[config.mk]
export PLATFORM = sky130hd
export DESIGN_NAME = ad_ip_jesd204_tpl_dac_up_arbiter_flat
export DESIGN_NICKNAME = d
export VERILOG_FILES = /design/src/rtl/ad_ip_jesd204_tpl_dac_up_arbiter_if.sv /design/src/rtl/ad_ip_jesd204_tpl_dac_up_arbiter.sv /design/src/flat_wrapper.sv
export SDC_FILE = /design/constraint.sdc
export NUM_CORES = 1
export LEC_CHECK = 0
export BUFFER_PORTS_ARGS = -buffer_cell sky130_fd_sc_hd__buf_2
export CAP_MARGIN = 0
export CORE_ASPECT_RATIO = 1.1
export CORE_MARGIN = 4
export CORE_UTILIZATION = 41
export CTS_CLUSTER_SIZE = 30
export DETAILED_ROUTE_END_ITERATION = 10
export GPL_TIMING_DRIVEN = 1
export HOLD_SLACK_MARGIN = 0.1
export PLACE_DENSITY = 0.79
export REMOVE_ABC_BUFFERS = 1
export SLEW_MARGIN = 20
export SYNTH_ARGS = -nofsm -noshare
export SYNTH_HDL_FRONTEND = slang
export SYNTH_SLANG_ARGS = --single-unit
[constraint.sdc]
create_clock -name up_clk -period 1.9 [get_ports up_clk]
set_clock_uncertainty 0.15 [all_clocks]
set_input_delay 0.095 -clock up_clk [delete_from_list [all_inputs] [get_ports up_clk]]
set_output_delay 0.095 -clock up_clk [all_outputs]
set_load 0.01 [all_outputs]
[src/rtl/ad_ip_jesd204_tpl_dac_up_arbiter_if.sv]
`default_nettype none
// ----------------------------------------------------------------------------
// ad_ip_jesd204_tpl_dac_up_arbiter_if: requester and slave sides of the up_* bus
// Revision: 1.0
// ----------------------------------------------------------------------------
interface ad_ip_jesd204_tpl_dac_up_arbiter_if #(
  parameter int NUM_REQ    = 2,
  parameter int ADDR_WIDTH = 14
);
  logic [NUM_REQ-1:0]            req_wreq;
  logic [NUM_REQ*ADDR_WIDTH-1:0] req_waddr;
  logic [NUM_REQ*32-1:0]         req_wdata;
  logic [NUM_REQ-1:0]            req_wack;
  logic [NUM_REQ-1:0]            req_rreq;
  logic [NUM_REQ*ADDR_WIDTH-1:0] req_raddr;
  logic [31:0]                   req_rdata;
  logic [NUM_REQ-1:0]            req_rack;

  logic                          up_wreq;
  logic [ADDR_WIDTH-1:0]         up_waddr;
  logic [31:0]                   up_wdata;
  logic                          up_wack;
  logic                          up_rreq;
  logic [ADDR_WIDTH-1:0]         up_raddr;
  logic [31:0]                   up_rdata;
  logic                          up_rack;

  // The arbiter: serves the requesters and masters the slave fabric.
  modport master (
    input  req_wreq, req_waddr, req_wdata, req_rreq, req_raddr,
    input  up_wack, up_rdata, up_rack,
    output req_wack, req_rdata, req_rack,
    output up_wreq, up_waddr, up_wdata, up_rreq, up_raddr
  );

  // Everything around the arbiter: requesters plus slave fabric.
  modport slave (
    output req_wreq, req_waddr, req_wdata, req_rreq, req_raddr,
    output up_wack, up_rdata, up_rack,
    input  req_wack, req_rdata, req_rack,
    input  up_wreq, up_waddr, up_wdata, up_rreq, up_raddr
  );
endinterface
`default_nettype wire

[src/rtl/ad_ip_jesd204_tpl_dac_up_arbiter.sv]
`default_nettype none
// ----------------------------------------------------------------------------
// ad_ip_jesd204_tpl_dac_up_arbiter: round-robin sharing of the DAC TPL up_* bus
// Revision: 1.0
// ----------------------------------------------------------------------------
module ad_ip_jesd204_tpl_dac_up_arbiter #(
  parameter int          NUM_REQ        = 2,
  parameter int          ADDR_WIDTH     = 14,
  parameter int          TIMEOUT_CYCLES = 64,
  parameter logic [31:0] TIMEOUT_RDATA  = 32'hDEAD_DEAD
) (
  input  logic                                      up_clk,
  input  logic                                      up_rst,
  ad_ip_jesd204_tpl_dac_up_arbiter_if.master        up_bus,
  output logic [15:0]                               timeout_cnt
);

  localparam int c_PW = (NUM_REQ > 1) ? $clog2(NUM_REQ) : 1;
  localparam int c_CW = $clog2(TIMEOUT_CYCLES + 2);
  // Forced completion is pulsed TIMEOUT_CYCLES+2 cycles after the strobe.
  localparam logic [c_CW-1:0] c_TO_LAST = c_CW'(TIMEOUT_CYCLES + 1);

  typedef enum logic [1:0] {
    S_IDLE  = 2'd0,
    S_ISSUE = 2'd1,
    S_WAIT  = 2'd2,
    S_DONE  = 2'd3
  } state_t;

  state_t                state_q,     state_d;
  logic [c_PW-1:0]       ptr_q,       ptr_d;
  logic [c_PW-1:0]       gnt_q,       gnt_d;
  logic                  op_wr_q,     op_wr_d;
  logic [c_CW-1:0]       cnt_q,       cnt_d;
  logic                  up_wreq_q,   up_wreq_d;
  logic                  up_rreq_q,   up_rreq_d;
  logic [ADDR_WIDTH-1:0] up_waddr_q,  up_waddr_d;
  logic [ADDR_WIDTH-1:0] up_raddr_q,  up_raddr_d;
  logic [31:0]           up_wdata_q,  up_wdata_d;
  logic [NUM_REQ-1:0]    req_wack_q,  req_wack_d;
  logic [NUM_REQ-1:0]    req_rack_q,  req_rack_d;
  logic [31:0]           req_rdata_q, req_rdata_d;
  logic [15:0]           to_cnt_q,    to_cnt_d;

  logic [NUM_REQ-1:0]    req_any;
  logic [NUM_REQ-1:0]    gnt_oh;
  logic [c_PW-1:0]       cand;
  logic                  gnt_vld;
  logic [c_PW-1:0]       gnt_idx;
  logic                  slv_ack;

  // Descending scan so the candidate closest to the pointer wins.
  always_comb begin
    req_any = up_bus.req_wreq | up_bus.req_rreq;
    gnt_vld = 1'b0;
    gnt_idx = '0;
    cand    = '0;
    for (int k = NUM_REQ - 1; k >= 0; k--) begin
      cand = c_PW'((int'(ptr_q) + k) % NUM_REQ);
      if (req_any[cand]) begin
        gnt_vld = 1'b1;
        gnt_idx = cand;
      end
    end
  end

  assign gnt_oh  = NUM_REQ'(1) << gnt_q;
  assign slv_ack = op_wr_q ? up_bus.up_wack : up_bus.up_rack;

  always_comb begin
    state_d     = state_q;
    ptr_d       = ptr_q;
    gnt_d       = gnt_q;
    op_wr_d     = op_wr_q;
    cnt_d       = cnt_q;
    up_wreq_d   = 1'b0;
    up_rreq_d   = 1'b0;
    up_waddr_d  = up_waddr_q;
    up_raddr_d  = up_raddr_q;
    up_wdata_d  = up_wdata_q;
    req_wack_d  = '0;
    req_rack_d  = '0;
    req_rdata_d = req_rdata_q;
    to_cnt_d    = to_cnt_q;

    case (state_q)
      S_IDLE: begin
        if (gnt_vld) begin
          gnt_d   = gnt_idx;
          // A requester holding both requests gets its write first.
          op_wr_d = up_bus.req_wreq[gnt_idx];
          if (up_bus.req_wreq[gnt_idx]) begin
            up_waddr_d = up_bus.req_waddr[gnt_idx*ADDR_WIDTH +: ADDR_WIDTH];
            up_wdata_d = up_bus.req_wdata[gnt_idx*32 +: 32];
          end else begin
            up_raddr_d = up_bus.req_raddr[gnt_idx*ADDR_WIDTH +: ADDR_WIDTH];
          end
          state_d = S_ISSUE;
        end
      end

      S_ISSUE: begin
        up_wreq_d = op_wr_q;
        up_rreq_d = !op_wr_q;
        cnt_d     = '0;
        state_d   = S_WAIT;
      end

      S_WAIT: begin
        if (slv_ack) begin
          if (!op_wr_q) begin
            req_rdata_d = up_bus.up_rdata;
          end
          req_wack_d = op_wr_q  ? gnt_oh : '0;
          req_rack_d = !op_wr_q ? gnt_oh : '0;
          state_d    = S_DONE;
        end else if (cnt_q == c_TO_LAST) begin
          if (!op_wr_q) begin
            req_rdata_d = TIMEOUT_RDATA;
          end
          req_wack_d = op_wr_q  ? gnt_oh : '0;
          req_rack_d = !op_wr_q ? gnt_oh : '0;
          to_cnt_d   = (to_cnt_q != 16'hFFFF) ? to_cnt_q + 16'd1 : to_cnt_q;
          state_d    = S_DONE;
        end else begin
          cnt_d = cnt_q + c_CW'(1);
        end
      end

      S_DONE: begin
        ptr_d   = (gnt_q == c_PW'(NUM_REQ - 1)) ? '0 : gnt_q + c_PW'(1);
        state_d = S_IDLE;
      end

      default: state_d = S_IDLE;
    endcase
  end

  always_ff @(posedge up_clk) begin
    if (up_rst) begin
      state_q     <= S_IDLE;
      ptr_q       <= '0;
      gnt_q       <= '0;
      op_wr_q     <= 1'b0;
      cnt_q       <= '0;
      up_wreq_q   <= 1'b0;
      up_rreq_q   <= 1'b0;
      up_waddr_q  <= '0;
      up_raddr_q  <= '0;
      up_wdata_q  <= '0;
      req_wack_q  <= '0;
      req_rack_q  <= '0;
      req_rdata_q <= '0;
      to_cnt_q    <= '0;
    end else begin
      state_q     <= state_d;
      ptr_q       <= ptr_d;
      gnt_q       <= gnt_d;
      op_wr_q     <= op_wr_d;
      cnt_q       <= cnt_d;
      up_wreq_q   <= up_wreq_d;
      up_rreq_q   <= up_rreq_d;
      up_waddr_q  <= up_waddr_d;
      up_raddr_q  <= up_raddr_d;
      up_wdata_q  <= up_wdata_d;
      req_wack_q  <= req_wack_d;
      req_rack_q  <= req_rack_d;
      req_rdata_q <= req_rdata_d;
      to_cnt_q    <= to_cnt_d;
    end
  end

  assign up_bus.up_wreq   = up_wreq_q;
  assign up_bus.up_rreq   = up_rreq_q;
  assign up_bus.up_waddr  = up_waddr_q;
  assign up_bus.up_raddr  = up_raddr_q;
  assign up_bus.up_wdata  = up_wdata_q;
  assign up_bus.req_wack  = req_wack_q;
  assign up_bus.req_rack  = req_rack_q;
  assign up_bus.req_rdata = req_rdata_q;
  assign timeout_cnt      = to_cnt_q;

endmodule
`default_nettype wire

[src/flat_wrapper.sv]
// flat-port wrapper written by rule: the top's interface ports become plain ports
module ad_ip_jesd204_tpl_dac_up_arbiter_flat 
#(
  parameter int          NUM_REQ        = 2,
  parameter int          ADDR_WIDTH     = 14,
  parameter int          TIMEOUT_CYCLES = 64,
  parameter logic [31:0] TIMEOUT_RDATA  = 32'hDEAD_DEAD
)
  (up_clk, up_rst, timeout_cnt, up_bus_req_wreq, up_bus_req_waddr, up_bus_req_wdata, up_bus_req_rreq, up_bus_req_raddr, up_bus_up_wack, up_bus_up_rdata, up_bus_up_rack, up_bus_req_wack, up_bus_req_rdata, up_bus_req_rack, up_bus_up_wreq, up_bus_up_waddr, up_bus_up_wdata, up_bus_up_rreq, up_bus_up_raddr);
  ad_ip_jesd204_tpl_dac_up_arbiter_if #(.NUM_REQ(NUM_REQ), .ADDR_WIDTH(ADDR_WIDTH)) up_bus_i ();
  input  logic up_clk;
  input  logic up_rst;
  output logic [15:0] timeout_cnt;
  input wire logic [$bits(up_bus_i.req_wreq)-1:0] up_bus_req_wreq;
  input wire logic [$bits(up_bus_i.req_waddr)-1:0] up_bus_req_waddr;
  input wire logic [$bits(up_bus_i.req_wdata)-1:0] up_bus_req_wdata;
  input wire logic [$bits(up_bus_i.req_rreq)-1:0] up_bus_req_rreq;
  input wire logic [$bits(up_bus_i.req_raddr)-1:0] up_bus_req_raddr;
  input wire logic [$bits(up_bus_i.up_wack)-1:0] up_bus_up_wack;
  input wire logic [$bits(up_bus_i.up_rdata)-1:0] up_bus_up_rdata;
  input wire logic [$bits(up_bus_i.up_rack)-1:0] up_bus_up_rack;
  output wire logic [$bits(up_bus_i.req_wack)-1:0] up_bus_req_wack;
  output wire logic [$bits(up_bus_i.req_rdata)-1:0] up_bus_req_rdata;
  output wire logic [$bits(up_bus_i.req_rack)-1:0] up_bus_req_rack;
  output wire logic [$bits(up_bus_i.up_wreq)-1:0] up_bus_up_wreq;
  output wire logic [$bits(up_bus_i.up_waddr)-1:0] up_bus_up_waddr;
  output wire logic [$bits(up_bus_i.up_wdata)-1:0] up_bus_up_wdata;
  output wire logic [$bits(up_bus_i.up_rreq)-1:0] up_bus_up_rreq;
  output wire logic [$bits(up_bus_i.up_raddr)-1:0] up_bus_up_raddr;
  assign up_bus_i.req_wreq = up_bus_req_wreq;
  assign up_bus_i.req_waddr = up_bus_req_waddr;
  assign up_bus_i.req_wdata = up_bus_req_wdata;
  assign up_bus_i.req_rreq = up_bus_req_rreq;
  assign up_bus_i.req_raddr = up_bus_req_raddr;
  assign up_bus_i.up_wack = up_bus_up_wack;
  assign up_bus_i.up_rdata = up_bus_up_rdata;
  assign up_bus_i.up_rack = up_bus_up_rack;
  assign up_bus_req_wack = up_bus_i.req_wack;
  assign up_bus_req_rdata = up_bus_i.req_rdata;
  assign up_bus_req_rack = up_bus_i.req_rack;
  assign up_bus_up_wreq = up_bus_i.up_wreq;
  assign up_bus_up_waddr = up_bus_i.up_waddr;
  assign up_bus_up_wdata = up_bus_i.up_wdata;
  assign up_bus_up_rreq = up_bus_i.up_rreq;
  assign up_bus_up_raddr = up_bus_i.up_raddr;
  ad_ip_jesd204_tpl_dac_up_arbiter #(.NUM_REQ(NUM_REQ), .ADDR_WIDTH(ADDR_WIDTH), .TIMEOUT_CYCLES(TIMEOUT_CYCLES), .TIMEOUT_RDATA(TIMEOUT_RDATA)) u_core (.up_clk(up_clk), .up_rst(up_rst), .up_bus(up_bus_i), .timeout_cnt(timeout_cnt));
endmodule
# ---- Word-level counts from Yosys, hierarchy flattened
# Index checks and enable logic that the tools add are counted.
dict set report op_classes {
  n_shift 4
  bitwise 6
  n_addsub 4
  div 0
  order_cmp 3
  n_mux 29
  multipliers 1
  reduce_logical 13
  eq_ne 9
}
# cell n
set ops {}
lappend ops {{two-way mux 32 bit} 4}
lappend ops {{indexed part select 64 x 7 -> 32 bit} 1}
lappend ops {{indexed part select 28 x 6 -> 14 bit} 2}
lappend ops {{two-way mux 2 bit} 9}
lappend ops {{adder 16 x 1 -> 16 bit (second input constant)} 1}
lappend ops {{!= test 16 bit (second input constant)} 1}
lappend ops {{two-way mux 7 bit} 2}
lappend ops {{one-hot mux 7 bit (2 select lines)} 1}
lappend ops {{two-way mux 1 bit} 12}
lappend ops {{AND reduction 3 bit} 4}
lappend ops {{one-hot mux 2 bit (4 select lines)} 1}
lappend ops {{adder 7 x 1 -> 7 bit (second input constant)} 1}
lappend ops {{equality test 7 bit (second input constant)} 1}
lappend ops {{< comparator 1 x 2 -> 1 bit (second input constant)} 3}
lappend ops {{NOT 1 bit} 5}
lappend ops {{equality test 2 bit (second input constant)} 2}
lappend ops {{multiplier 1 x 3 -> 4 bit (second input constant)} 1}
lappend ops {{!= test 2 bit (second input constant)} 2}
lappend ops {{AND reduction 2 bit} 2}
lappend ops {{AND reduction 4 bit} 1}
lappend ops {{nonzero test 2 bit} 2}
lappend ops {{OR reduction 2 bit} 2}
lappend ops {{!= test 3 x 1 -> 1 bit (second input constant)} 1}
lappend ops {{adder 1 bit (second input constant)} 2}
lappend ops {{6 further kinds} 6}
dict set report word_totals {
  memories 0
  ff_bits 126
  wordCells 83
  mem_bits_ro 0
  mem_bits_rw 0
  latch_bits 0
  in_bits 160
  out_inout_bits 114
}

# ---- Depth between registers and ports, before layout
dict set report logic_depth {
  ltp_word 9
  depth_mapped 9
  mapped_depth_nobuf 7
}

# ---- Worst setup path before layout
# Ideal clock, no wire load.
dict set report synth_path {
  path_type {register -> register}
  startpoint {register u_core.to_cnt_q[0] (netlist: u_core.timeout_cnt[0])}
  endpoint {register u_core.to_cnt_q[11] (netlist: u_core.timeout_cnt[11])}
  setup_time_ns 0.121
  setup_slack_ns -0.053
  path_buffers 0
  synth_period_minus_slack_ns 1.953
  arrival_time_ns 1.682
  required_ns 1.629
  path_stages_with_launch 7
  path_cell_list {dfxtp_1 -> ha_1 -> nand3_1 -> nor4_4 -> nor2_1 -> nand4_1 -> mux2_2}
}
dict set report synth_between {
  elab_chain_len 2
  word_cells_on_any_way 3
  classes_between {add/sub (1); eq/ne (1); reduce/logical (1)}
}
# item line
set synth_lines {}
lappend synth_lines {{from (decl)} ad_ip_jesd204_tpl_dac_up_arbiter.sv:43} ;# logic [15:0] to_cnt_q, to_cnt_d;
lappend synth_lines {{from (signal assigned)} ad_ip_jesd204_tpl_dac_up_arbiter.sv:169} ;# to_cnt_q <= to_cnt_d;
lappend synth_lines {{branches (longest 2 deep; another with adder 16 x 1 -> 16 bit)} -}
# Parallel ways; which one is timed is not known.
# A chain may end at the register's enable or synchronous reset.

# ---- Worst setup path after layout
dict set report layout_path {
  startpoint {register u_core.state_q[0]}
  endpoint {register u_core.up_wdata_q[9] (netlist: u_core.up_bus.up_wdata[9])}
}
dict set report layout_between {
  elab_chain_len 2
}
# item line
set layout_lines {}
lappend layout_lines {{from (decl)} ad_ip_jesd204_tpl_dac_up_arbiter.sv:30} ;# state_t state_q, state_d;
lappend layout_lines {{from (signal assigned)} ad_ip_jesd204_tpl_dac_up_arbiter.sv:156} ;# state_q <= state_d;
lappend layout_lines {{zero test 2 bit} ad_ip_jesd204_tpl_dac_up_arbiter.sv:86} ;# case (state_q)
lappend layout_lines {{AND reduction 3 bit (no line)} -}
lappend layout_lines {{to (signal assigned)} ad_ip_jesd204_tpl_dac_up_arbiter.sv:165} ;# up_wdata_q <= up_wdata_d;
lappend layout_lines {{to (decl)} ad_ip_jesd204_tpl_dac_up_arbiter.sv:39} ;# logic [31:0] up_wdata_q, up_wdata_d;
# Every way passes these cells.

==> metrics.txt <==
Clock power frac=0.317; fillers=741; global-route wire length before repair=37,100 um; # rows=43; Hold Slack=0.123 ns; root buf cell=clkbuf_16; area occupied by registers=2520 sq um; YS warnings=0; wire length on met2=11,800 um; R2R Path End=u_core.up_bus.up_wdata[9]; Vert. Die Dim=128 um; area delta synth->final=80.7%; Post-synth EDFFs=0; Vias/cell=5.53; M1 WL=8730 um; total power=11,100 uW; hold path depth=4; worst hold-check path type=in -> reg; initial antenna violation count=2; RSZ-0062 raised after global routing=true; startpoint types=flop; HP Start=up_bus_req_wreq[1]; Fin. Hold Viols=0; Antenna Nets Post-Route=0; Layout Cells excl Fill=1,275; Setup WS pre-CTS=-0.163 ns; post-route setup slack=-0.0893 ns; Worst Path Arrival=2.11 ns; fin. max-slew vios=0; internal reg-to-reg setup slack=-0.09 ns; total CTS buffers=17; Initial Utilization=0.423; drt initial violations=592; synthesized area per cell=8.34 sq um; hold path endpoint=u_core.op_wr_q; Int Pwr=7250 uW; worst skew pair latency=0.41 ns; WL met3=2280 um; Slew HR=0.653; CORE AREA=12,800 sq um; CP endpoint kind=flop; largest net degree at the start of global routing=42; WS Path Type=reg -> reg; routability cong.=0.823; port bufs=273; Multi-input gate area=2850 sq um; WL per Instance=19.1 um; uppermost layer routed=met4; Comb pwr share=0.359; Global Route Usage Sum=0.306; clock tree buffer depth=2; HPWL after DPL=12,300 um; Die ar.=15,100 sq um; required time worst endpoint=2.02 ns; max cap viols=0; clock sink count=126; sequential power share=0.324; switch share=0.349; Setup-failing EPs final=1; Pwr per Cell Area=1140 nW/um^2; vias=7,054; TNS Setup=-0.0893 ns; vias in the first global route=7,163; Seq/Total Area, Yosys=0.467; gr ovfl total=0; Synth Instances=647; Max Clk Rate=503 MHz; TritonCTS clock tree=built; layout cells sized above 1=0.365; top_reg_cell synth=dfxtp_1; Peak VDD IR=0.000692 V; Placed Cells=1,073; fin nets=1,267; status=finished with violations; Post-Route WL=24,300 um; drt first pass iters=5; Yosys cell types=46; crit path max fanout=16; Tcrit/Tclk final=1.05; worst reg2reg path startpoint=u_core.state_q[0]; failing checks=negative setup slack; worst r2r path cells=8; DRC errors left=0; Leak=0.00442 uW; post-synthesis cell area=5400 sq um; I/O pin cnt=274; Worst Tran Pin Value=0.520 ns; crit path time final=1.99 ns; DIE WIDTH=117 um; switching power=3890 uW; #FFs+latches synth=126; H-tree lvl count=4; fraction of registers with async set/reset=0; Reg clk slew, reported paths=0.06 ns
synthesized netlist by cell type (2+ instances only):
| master | n | area share |
|---|---|---|
| nand2_1 | 136 | 0.095 |
| nor2_1 | 132 | 0.092 |
| dfxtp_1 | 126 | 0.47 |
| a311oi_1 | 60 | 0.097 |
| clkbuf_1 | 36 | 0.025 |
| a211oi_1 | 24 | 0.033 |
| xnor2_1 | 17 | 0.028 |
| a21oi_1 | 13 | 0.012 |
| a22o_1 | 10 | 0.016 |
| buf_2 | 10 | 0.0093 |
| nand4_1 | 8 | 0.0093 |
| nor3_1 | 8 | 0.0074 |
| ha_1 | 7 | 0.016 |
| inv_1 | 6 | 0.0042 |
| nor3b_1 | 4 | 0.0056 |
| or3_1 | 4 | 0.0046 |
| a21o_1 | 3 | 0.0042 |
| nor2b_1 | 3 | 0.0035 |
| nor4b_1 | 3 | 0.0049 |
| o21ai_0 | 3 | 0.0028 |
| buf_4 | 2 | 0.0028 |
| mux2_2 | 2 | 0.0042 |
| mux2i_1 | 2 | 0.0037 |
| nand2b_1 | 2 | 0.0023 |
| nand3_1 | 2 | 0.0019 |
| nor4_1 | 2 | 0.0023 |
| nor4_4 | 2 | 0.0079 |
| or4_1 | 2 | 0.0028 |
worst max-delay path: stages (launching register included):
cell,delay (ns)
dfxtp_1,0.33
inv_1,0.12
ha_1,0.19
o21ai_1,0.11
nor2_4,0.12
buf_12,0.17
buf_4,0.17
nor2_1,0.07
a311oi_1,0.42
power groups by stage:
stage / Combinational (uW) / Sequential, uW / Clock [uW]
after CTS: 3580 / 3540 / 3530
after global routing: 4250 / 3680 / 3680
after global placement: 3230 / 3580 / 0
after detailed placement: 3270 / 3590 / 0
final: 4010 / 3610 / 3530
after floorplan: 1420 / 3760 / 0
placed cells by master (no fill, tap or decap), types with 8 or more instances in the layout:
cell / n
a211oi_1: 15
a211oi_2: 9
a21oi_1: 10
a22o_1: 10
a311oi_1: 52
a311oi_2: 8
buf_12: 10
buf_2: 272
buf_4: 43
clkbuf_16: 17
dfxtp_1: 124
dlygate4sd3_1: 156
nand2_1: 135
nand4_1: 8
nor2_1: 129
nor3_1: 8
xnor2_1: 17
cell type report:
class,count,share of cell area
Clock inverter,12,0.0187
Clock buffer,20,0.0468
Multi-Input combinational cell,464,0.293
Antenna cell,5,0.00128
Inverter,7,0.00270
Timing Repair Buffer,484,0.359
Tap cell,157,0.0201
Sequential cell,126,0.259
routing by layer:
layer	global-route usage	vias up
met1	0.333	3240
met5	0	-
met2	0.523	501
met4	0.199	0
li1	-	3188
met3	0.0931	125
state kept, by name, summed over array words and instances (netlist names):
signal                   cells
u_core.cnt_q                 7
u_core.gnt_q                 1
u_core.op_wr_q               1
u_core.ptr_q                 1
u_core.state_q               2
u_core.timeout_cnt          16
u_core.up_bus.req_rack       2
u_core.up_bus.req_rdata     32
u_core.up_bus.req_wack       2
u_core.up_bus.up_raddr      14
u_core.up_bus.up_rreq        1
u_core.up_bus.up_waddr      14
u_core.up_bus.up_wdata      32
u_core.up_bus.up_wreq        1
through the flow:
step | util | cell area (sq um)
after floorplan | - | 5180
after global placement | 0.566 | 7220
after detailed placement | 0.566 | 7220
after CTS | 0.744 | 9490
after global routing | 0.764 | 9740
final | 0.765 | 9750
worst max-delay path by stage:
stage                      start                     endpoint  cells past startpoint
6_report       u_core.state_q[0]    u_core.up_bus.up_wdata[9]                      8
5_1_grt        u_core.state_q[0]    u_core.up_bus.up_wdata[9]                      8
4_1_cts          u_core.cnt_q[4]        u_core.timeout_cnt[9]                      6
3_5_place_dp     u_core.cnt_q[1]  u_core.up_bus.req_rdata[24]                      8
3_3_place_gp     u_core.cnt_q[1]  u_core.up_bus.req_rdata[24]                      8
2_1_floorplan       u_core.ptr_q    u_core.up_bus.up_waddr[0]                      4
kinds of logic after synthesis:
group / count (synthesis) / synth area share
simple gates: 316 / 0.256
flops: 126 / 0.467
compound gates: 119 / 0.176
buf+inv: 57 / 0.0447
xor+xnor: 17 / 0.0276
fa+ha+maj: 7 / 0.0162
mux: 5 / 0.0121
repair_timing:
| action | in CTS | in global routing |
|---|---|---|
| gates cloned | 1 | 0 |
| gates resized for setup | 8 | 37 |
| pin swaps | 3 | 8 |
| hold buffers | 156 | 0 |
| endpoints found under the hold margin | 112 | 0 |
| endpoints found under the setup margin | 40 | 83 |
| setup buffers | 1 | 7 |
(Power assumes the default switching activity.)
